[config.mk]
export PLATFORM = sky130hd
export DESIGN_NAME = switch_box
export DESIGN_NICKNAME = d
export VERILOG_FILES = /design/src/rtl/switch_box_pkg.sv /design/src/rtl/switch_box_cfg_loader.sv /design/src/rtl/switch_box.sv
export SDC_FILE = /design/constraint.sdc
export NUM_CORES = 1
export LEC_CHECK = 0
export ABC_CLOCK_PERIOD_IN_PS = 2780
export BUFFER_PORTS_ARGS = -buffer_cell sky130_fd_sc_hd__buf_2
export CORE_ASPECT_RATIO = 1.4
export CORE_MARGIN = 8
export CORE_UTILIZATION = 57
export CTS_BUF_LIST = sky130_fd_sc_hd__clkbuf_4
export DETAILED_ROUTE_END_ITERATION = 10
export PLACE_DENSITY = 0.79
export SYNTH_ARGS = -nofsm -noshare
export SYNTH_HDL_FRONTEND = slang
export SYNTH_SLANG_ARGS = --single-unit
[constraint.sdc]
create_clock -name clk -period 2.78 [get_ports clk]
set_input_delay 0.278 -clock clk [delete_from_list [all_inputs] [get_ports clk]]
set_output_delay 0.278 -clock clk [all_outputs]
set_load 0.01 [all_outputs]
[src/rtl/switch_box_pkg.sv]
// ============================================================================
// Module      : switch_box_pkg
// Description : Shared types and helpers for the switch box routing block.
// Revision    : 1.0 - initial release
// ============================================================================
`timescale 1ns/1ps
`default_nettype none

package switch_box_pkg;

  typedef enum logic [1:0] {
    ST_IDLE   = 2'd0,
    ST_LOAD   = 2'd1,
    ST_COMMIT = 2'd2
  } state_t;

  localparam int SEL_ZERO = 0;

  function automatic int sel_width(input int w);
    return $clog2(2 * w + 1);
  endfunction

endpackage

`default_nettype wire

[src/rtl/switch_box_cfg_loader.sv]
// ============================================================================
// Module      : switch_box_cfg_loader
// Description : Beat-serial config loader: shadow frame, parity, commit pulse.
//               Optional parity check enabled by SWITCH_BOX_PARITY_EN.
// Revision    : 1.0 - initial release
// ============================================================================
`timescale 1ns/1ps
`default_nettype none

module switch_box_cfg_loader
  import switch_box_pkg::*;
#(
  parameter int W     = 3,
  parameter int CFG_W = 8
) (
  input  logic                              clk,
  input  logic                              rst_n,
  input  logic                              cfg_valid_i,
  input  logic [CFG_W-1:0]                  cfg_data_i,
`ifdef SWITCH_BOX_PARITY_EN
  input  logic                              cfg_par_i,
`endif
  output logic                              cfg_ready_o,
  output logic                              cfg_done_o,
  output logic                              cfg_err_o,
  output logic                              commit_o,
  output logic [2*W*sel_width(W)-1:0]       shadow_o
);

  localparam int SELW     = sel_width(W);
  localparam int CFG_BITS = 2 * W * SELW;
  localparam int BEATS    = (CFG_BITS + CFG_W - 1) / CFG_W;
  localparam int CNT_W    = (BEATS > 1) ? $clog2(BEATS) : 1;

  state_t              r_state;
  state_t              w_state_nxt;
  logic [CNT_W-1:0]    r_cnt;
  logic                r_live;
  logic                r_done;
  logic [CFG_BITS-1:0] r_shadow;
  logic [CFG_BITS-1:0] w_hit;
  logic [CFG_BITS-1:0] w_data_rep;
  logic                w_accept;
  logic                w_last;
  logic                w_in_commit;
  logic                w_bad;

  // Each shadow bit knows which beat and which beat bit feed it.
  for (genvar j = 0; j < CFG_BITS; j++) begin : g_bit
    assign w_hit[j]      = (r_cnt == CNT_W'(j / CFG_W));
    assign w_data_rep[j] = cfg_data_i[j % CFG_W];
  end

  assign w_accept    = cfg_valid_i && cfg_ready_o;
  assign w_last      = (r_cnt == CNT_W'(BEATS - 1));
  assign w_in_commit = (r_state == ST_COMMIT);

  always_ff @(posedge clk or negedge rst_n) begin
    if (!rst_n) r_state <= ST_IDLE;
    else        r_state <= w_state_nxt;
  end

  always_comb begin
    w_state_nxt = r_state;
    case (r_state)
      ST_IDLE, ST_LOAD: if (w_accept) w_state_nxt = w_last ? ST_COMMIT : ST_LOAD;
      ST_COMMIT:        w_state_nxt = ST_IDLE;
      default:          w_state_nxt = ST_IDLE;
    endcase
  end

  always_comb begin
    cfg_ready_o = r_live && (r_state != ST_COMMIT);
    commit_o    = w_in_commit && !w_bad;
  end

  // Holds ready low until the first clock edge after reset release.
  always_ff @(posedge clk or negedge rst_n) begin
    if (!rst_n) r_live <= 1'b0;
    else        r_live <= 1'b1;
  end

  always_ff @(posedge clk or negedge rst_n) begin
    if (!rst_n) begin
      r_cnt    <= '0;
      r_shadow <= '0;
      r_done   <= 1'b0;
    end else begin
      r_done <= commit_o;
      if (w_in_commit)   r_cnt <= '0;
      else if (w_accept) r_cnt <= w_last ? '0 : r_cnt + CNT_W'(1);
      if (w_accept) r_shadow <= (r_shadow & ~w_hit) | (w_data_rep & w_hit);
    end
  end

`ifdef SWITCH_BOX_PARITY_EN
  logic r_bad;
  logic r_err;
  logic w_mismatch;

  assign w_mismatch = (cfg_par_i != ^cfg_data_i);

  always_ff @(posedge clk or negedge rst_n) begin
    if (!rst_n) begin
      r_bad <= 1'b0;
      r_err <= 1'b0;
    end else begin
      r_err <= w_in_commit && r_bad;
      if (w_in_commit)   r_bad <= 1'b0;
      else if (w_accept) r_bad <= r_bad | w_mismatch;
    end
  end

  assign w_bad     = r_bad;
  assign cfg_err_o = r_err;
`else
  assign w_bad     = 1'b0;
  assign cfg_err_o = 1'b0;
`endif

  assign cfg_done_o = r_done;
  assign shadow_o   = r_shadow;

endmodule

`default_nettype wire

[src/rtl/switch_box.sv]
// ============================================================================
// Module      : switch_box
// Description : Configurable W-track switch box, west/north to east/south.
//               Optional config parity check enabled by SWITCH_BOX_PARITY_EN.
// Revision    : 1.0 - initial release
// ============================================================================
`timescale 1ns/1ps
`default_nettype none

module switch_box
  import switch_box_pkg::*;
#(
  parameter int W     = 3,
  parameter int CFG_W = 8
) (
  input  logic             clk,
  input  logic             rst_n,
  input  logic [W-1:0]     left_i,
  input  logic [W-1:0]     up_i,
  output logic [W-1:0]     right_o,
  output logic [W-1:0]     down_o,
  input  logic             route_en_i,
  input  logic             cfg_valid_i,
  output logic             cfg_ready_o,
  input  logic [CFG_W-1:0] cfg_data_i,
`ifdef SWITCH_BOX_PARITY_EN
  input  logic             cfg_par_i,
`endif
  output logic             cfg_done_o,
  output logic             cfg_err_o
);

  localparam int SELW     = sel_width(W);
  localparam int CFG_BITS = 2 * W * SELW;
  localparam int SRC_N    = 1 << SELW;

  logic [CFG_BITS-1:0] r_active;
  logic [CFG_BITS-1:0] w_shadow;
  logic                w_commit;
  logic [SRC_N-1:0]    w_src;
  logic [2*W-1:0]      w_route;

  switch_box_cfg_loader #(
    .W     (W),
    .CFG_W (CFG_W)
  ) u_loader (
    .clk         (clk),
    .rst_n       (rst_n),
    .cfg_valid_i (cfg_valid_i),
    .cfg_data_i  (cfg_data_i),
`ifdef SWITCH_BOX_PARITY_EN
    .cfg_par_i   (cfg_par_i),
`endif
    .cfg_ready_o (cfg_ready_o),
    .cfg_done_o  (cfg_done_o),
    .cfg_err_o   (cfg_err_o),
    .commit_o    (w_commit),
    .shadow_o    (w_shadow)
  );

  always_ff @(posedge clk or negedge rst_n) begin
    if (!rst_n)        r_active <= '0;
    else if (w_commit) r_active <= w_shadow;
  end

  // Source table indexed by select: 0, left tracks, up tracks, then zero padding.
  assign w_src = {{(SRC_N - 2*W - 1){1'b0}}, up_i, left_i, 1'b0};

  for (genvar k = 0; k < 2*W; k++) begin : g_out
    logic [SELW-1:0] w_sel;
    assign w_sel      = r_active[k*SELW +: SELW];
    assign w_route[k] = route_en_i && (w_sel != SELW'(SEL_ZERO)) && w_src[w_sel];
  end

  assign right_o = w_route[W-1:0];
  assign down_o  = w_route[2*W-1:W];

endmodule

`default_nettype wire

Yosys cells after proc, flatten, opt, wreduce, memory -nomap -nowiden
Cells that the tools add are included.
Storage, ports and cells
  register bits: 42
  latch bits: 0
  bits in writable memories: 0
  ROM bits: 0
  input port bits: 18
  output and inout bits: 9
  word-level logic and storage cells: 65
  memories: 0
Operators by class
  $add $sub $neg: 1
  $mul: 0
  divide/modulo/power cells: 0
  magnitude comparators: 6
  equality and inequality tests: 6
  shift operators: 0
  muxes and demuxes: 18
  bitwise operators: 4
  reduce and logical (&&, ||, !) cells: 24
Operator list (number)
  AND 18 bit: 2
  less-than comparator 3 x 4 -> 1 bit (second input constant): 6
  binary-select mux 1 bit (select 3 bit): 6
  NOT 18 bit: 1
  bitwise OR 18 bit: 1
  nonzero test 3 bit: 6
  logical AND 1 bit: 14
  2-to-1 mux 2 bit: 6
  2-to-1 mux 1 bit: 6
  equality test 2 x 1 -> 1 bit (second input constant): 2
  equality test 2 bit (second input constant): 2
  zero test 2 bit: 2
  adder 2 x 1 -> 2 bit (second input constant): 1
  inequality test 2 x 1 -> 1 bit (second input constant): 1
  inequality test 2 bit (second input constant): 1
  nonzero test 2 bit: 1
  OR reduction 2 bit: 1

Depth between registers and ports, before layout
  depth in word-level cells: 5
  mapped depth: 5

Cells and area by module
Synthesis repeated with hierarchy kept, for this count alone.
Second synthesis, totals
  cells, all modules: 150
  area, all modules: 2023.2 µm²
By module, submodules not included
  switch_box: times used 1, cells an instance 88, area each 1037.2 µm², sequential area each 450.4 µm²
  switch_box_cfg_loader: times used 1, cells an instance 62, area each 985.9 µm², sequential area each 600.6 µm²

Worst setup path after synthesis
Ideal clock, no wire load.
  path type: register -> register
  start point: register u_loader.r_state[1]
  end point: register (tool-made name)
  arrival: 1449 ps
  required time: 2655 ps
  slack: 1206 ps
  cell stages (with the launch flop): 6
  path buffers: 1
  clock period less this slack: 1574 ps
  path through: dfrtp_1 > nand2b_4 > inv_4 > or4_4 > buf_6 > mux2_4
RTL lines
  start: declaration: line switch_box_cfg_loader.sv:35  | state_t r_state;
  start signal: assignment: line switch_box_cfg_loader.sv:60  | else r_state <= w_state_nxt;

Worst setup path after layout
  start point: register r_active[4]
  end point: output port right_o[1]
Between the ends
  cells in the longest elaborated chain, start to end: 3
  elaborated cells between the ends (all ways): 5
  classes of those cells: 2 x mux; 3 x reduce/logical
RTL lines
  start: declaration: line switch_box.sv:37  | logic [CFG_BITS-1:0] r_active;
  start signal: assignment: line switch_box.sv:63  | else if (w_commit) r_active <= w_shadow;
  binary-select mux 1 bit (select 3 bit) or nonzero test 3 bit (tied branches): line switch_box.sv:72  | assign w_route[k] = route_en_i && (w_sel != SELW'(SEL_ZERO)) && w_src[w_sel];
  2-to-1 mux 1 bit (not written as such) or logical AND 1 bit (tied branches): line switch_box.sv:72
  logical AND 1 bit (*): line switch_box.sv:72
  end: declaration: line switch_box.sv:20  | output logic [W-1:0] right_o,
Mark *: on every way between the ends. The rest lies on a longest branch, timed or not. The select of a mux whose other input is x is not followed.

==> results.json <==
{
  "ir_drop_mv": 0.472,
  "regArea_sq_um": 1050,
  "maxSlewHeadroom_pct": 42.4,
  "cts-root-buf": "clkbuf_4",
  "final_max_slew_viol_count": 0,
  "antenna_found_initial": 0,
  "synth_compound_area_share_pct": 12.3,
  "fillers": 257,
  "rsz0062_at_grt": "false",
  "synthesis.area_sq_um": 1950,
  "synth_simple_gate_area_share_pct": 9.06,
  "grt_max_degree": 43,
  "drc_errors": 0,
  "drt_first_pass_iters": 4,
  "drtIter0Drc": 100,
  "post-route-util_pct": 64.6,
  "htreeDepth": 2,
  "synth_fa_ha_area_share_pct": 0,
  "core_area_sq_um": 3320,
  "timing_worst_slew_pin_value_ps": 864,
  "crit_type": "reg2out",
  "io-pin-count": 27,
  "setup_ws_ps": 915,
  "gp_congestion": 0.781,
  "tritoncts": "yes",
  "whs_ps": 30.6,
  "cts_setup_buffers": 0,
  "cp_max_fo": 7,
  "hold_path_class": "in2async",
  "dieWidth_um": 65.4,
  "yosysSeqAreaShare_pct": 53.9,
  "post-route-period-util_pct": 67.1,
  "insertion_delay_ps": 350,
  "grt_pass1_vias": 1299,
  "viasPerCell": 5.99,
  "final_hold_viol_count": 0,
  "worstSetupStartpointType": "flip-flop",
  "layout.nets": 186,
  "port_buffers": 25,
  "worst_setup_path_end_kind": "output port",
  "drt_wl_total_um": 3850,
  "initial_utilization_pct": 58.8,
  "vias": 1246,
  "cp.required_ps": 2500,
  "ant_nets": 0,
  "layout_min_cycle_time_ps": 1860,
  "clock-sinks": 42,
  "worstRegToRegCells": 4,
  "synth_top_family_by_area": "multiplexers",
  "power_density_nw_per_um2": 875,
  "grt_pass1_wl_um": 6230,
  "diodes": 0,
  "cts_hold_buf": 0,
  "dpl.hpwl_um": 2940,
  "ys_warn_count": 0,
  "cellLeakagePower_uw": 0.00102,
  "fmax_mhz": 536,
  "postSynthAreaPerCell_sq_um": 13.9,
  "ys_seq_elements": 42,
  "max_cap_viol_count": 0,
  "drive_above_1_share_pct": 47.6,
  "std_cell_rows": 25,
  "synth_cells": 140,
  "arrival_ps": 1590,
  "routedWlPerCell_um": 18.5,
  "die_area_sq_um": 5570,
  "globalRouteTotalUtil_pct": 14.4,
  "grt_overflow_total": 0,
  "cts_resized": 0,
  "synth_xor_area_share_pct": 0,
  "cts.clk_slew.worst_paths_ps": 110,
  "tns_ps": 0,
  "muxShareOfSynthArea_pct": 22.4,
  "synthesis.nets": 158,
  "clk_path_buf_depth": 2,
  "finalPower_uw": 1870,
  "numCtsBuffers": 5,
  "status": "completed",
  "finClkSkew_ps": 9.40,
  "fp.dieH_um": 85.2,
  "area_growth_pct": 9.95,
  "pre_cts_ws_ps": 1010,
  "synth.distinct_cells": 25,
  "multi_input_area_sq_um": 858,
  "setup_violations": 0
}
[worst paths after layout]
path                                      from      endpoint  slack [ps]
min in group clk                 cfg_data_i[5]     flip-flop         170
hold / removal                           rst_n  r_active[17]          30
max in group asynchronous                rst_n     async pin        2210
hold reg to reg                      flip-flop  r_active[16]         520
setup / recovery                   r_active[4]    right_o[1]         920
setup reg to reg           u_loader.r_state[1]     flip-flop        1000
[cell usage after synthesis]
master,n,area [sq um]
nor2b_1,7,43.8
inv_4,1,6.26
nand3b_1,6,45.0
a211oi_1,6,45.0
mux2_2,28,315
inv_1,1,3.75
and2_1,1,6.26
o311ai_0,6,52.6
nor4b_2,1,15.0
nand2b_4,1,13.8
nand2_1,2,7.51
a21oi_1,7,35.0
o21ai_0,6,30.0
mux2_4,8,120
o221a_2,6,67.6
buf_2,2,10.0
or4_4,1,11.3
nand3_1,1,5.00
conb_1,2,7.51
buf_4,1,7.51
dfrtp_1,42,1050
buf_6,1,11.3
nor4b_4,1,23.8
nor3_1,1,5.00
a31o_2,1,8.76
[routing by layer]
| metal | track usage [%] | vias to the layer above | share of wire [%] |
|---|---|---|---|
| li1 | - | 592 | - |
| met1 | 16.2 | 614 | 42 |
| met2 | 24.1 | 34 | 51 |
| met3 | 4.35 | 6 | 4.9 |
| met4 | 6.57 | 0 | 1.5 |
| met5 | 0 | - | 0 |
[worst max-delay path, stage by stage (launching register included)]
cell and delay [ps]:
dfrtp_1 460, nor2b_1 160, o221a_2 240, a211oi_1 210, buf_2 170
[cell families (layout without fill, tap and decap cells)]
| logic type | after synthesis | in the layout |
|---|---|---|
| flip-flops | 42 | 42 |
| multiplexers | 36 | 36 |
| AO/OA/AOI/OAI | 32 | 32 |
| AND/OR/NAND/NOR | 22 | 22 |
| buffers and inverters | 6 | 34 |
| other | 2 | 2 |
[cell usage in the layout, fill, tap and decap left out, types with 2 or more instances in the layout]
master,instances
a211oi_1,6
a21oi_1,7
buf_2,25
clkbuf_4,5
clkinv_2,2
conb_1,2
dfrtp_1,42
mux2_2,28
mux2_4,8
nand2_1,2
nand3b_1,6
nor2b_1,7
o21ai_0,6
o221a_2,6
o311ai_0,6
[cell type report]
class	count	area share [%]
sequential	42	49.1
multi-input combinational	92	40.1
timing repair buffer	25	5.84
tap	40	2.34
clock buffer	5	1.75
clock inverter	2	0.467
inverter	2	0.467
[power breakdown]
part | switching, uW | internal [uW] | total (uW) | leakage, uW
clock network | 179 | 91.0 | 269 | 0.0000308
registers | 233 | 861 | 1090 | 0.000532
logic | 179 | 332 | 511 | 0.000452
total | 590 | 1280 | 1870 | 0.00102
[metrics by stage]
step | cell area, sq um | instances
2_1_floorplan | 1950 | 140
3_3_place_gp | 2090 | 201
3_5_place_dp | 2090 | 201
4_1_cts | 2140 | 208
5_1_grt | 2140 | 208
6_report | 2140 | 208
Power figures use the tool's default switching activity.
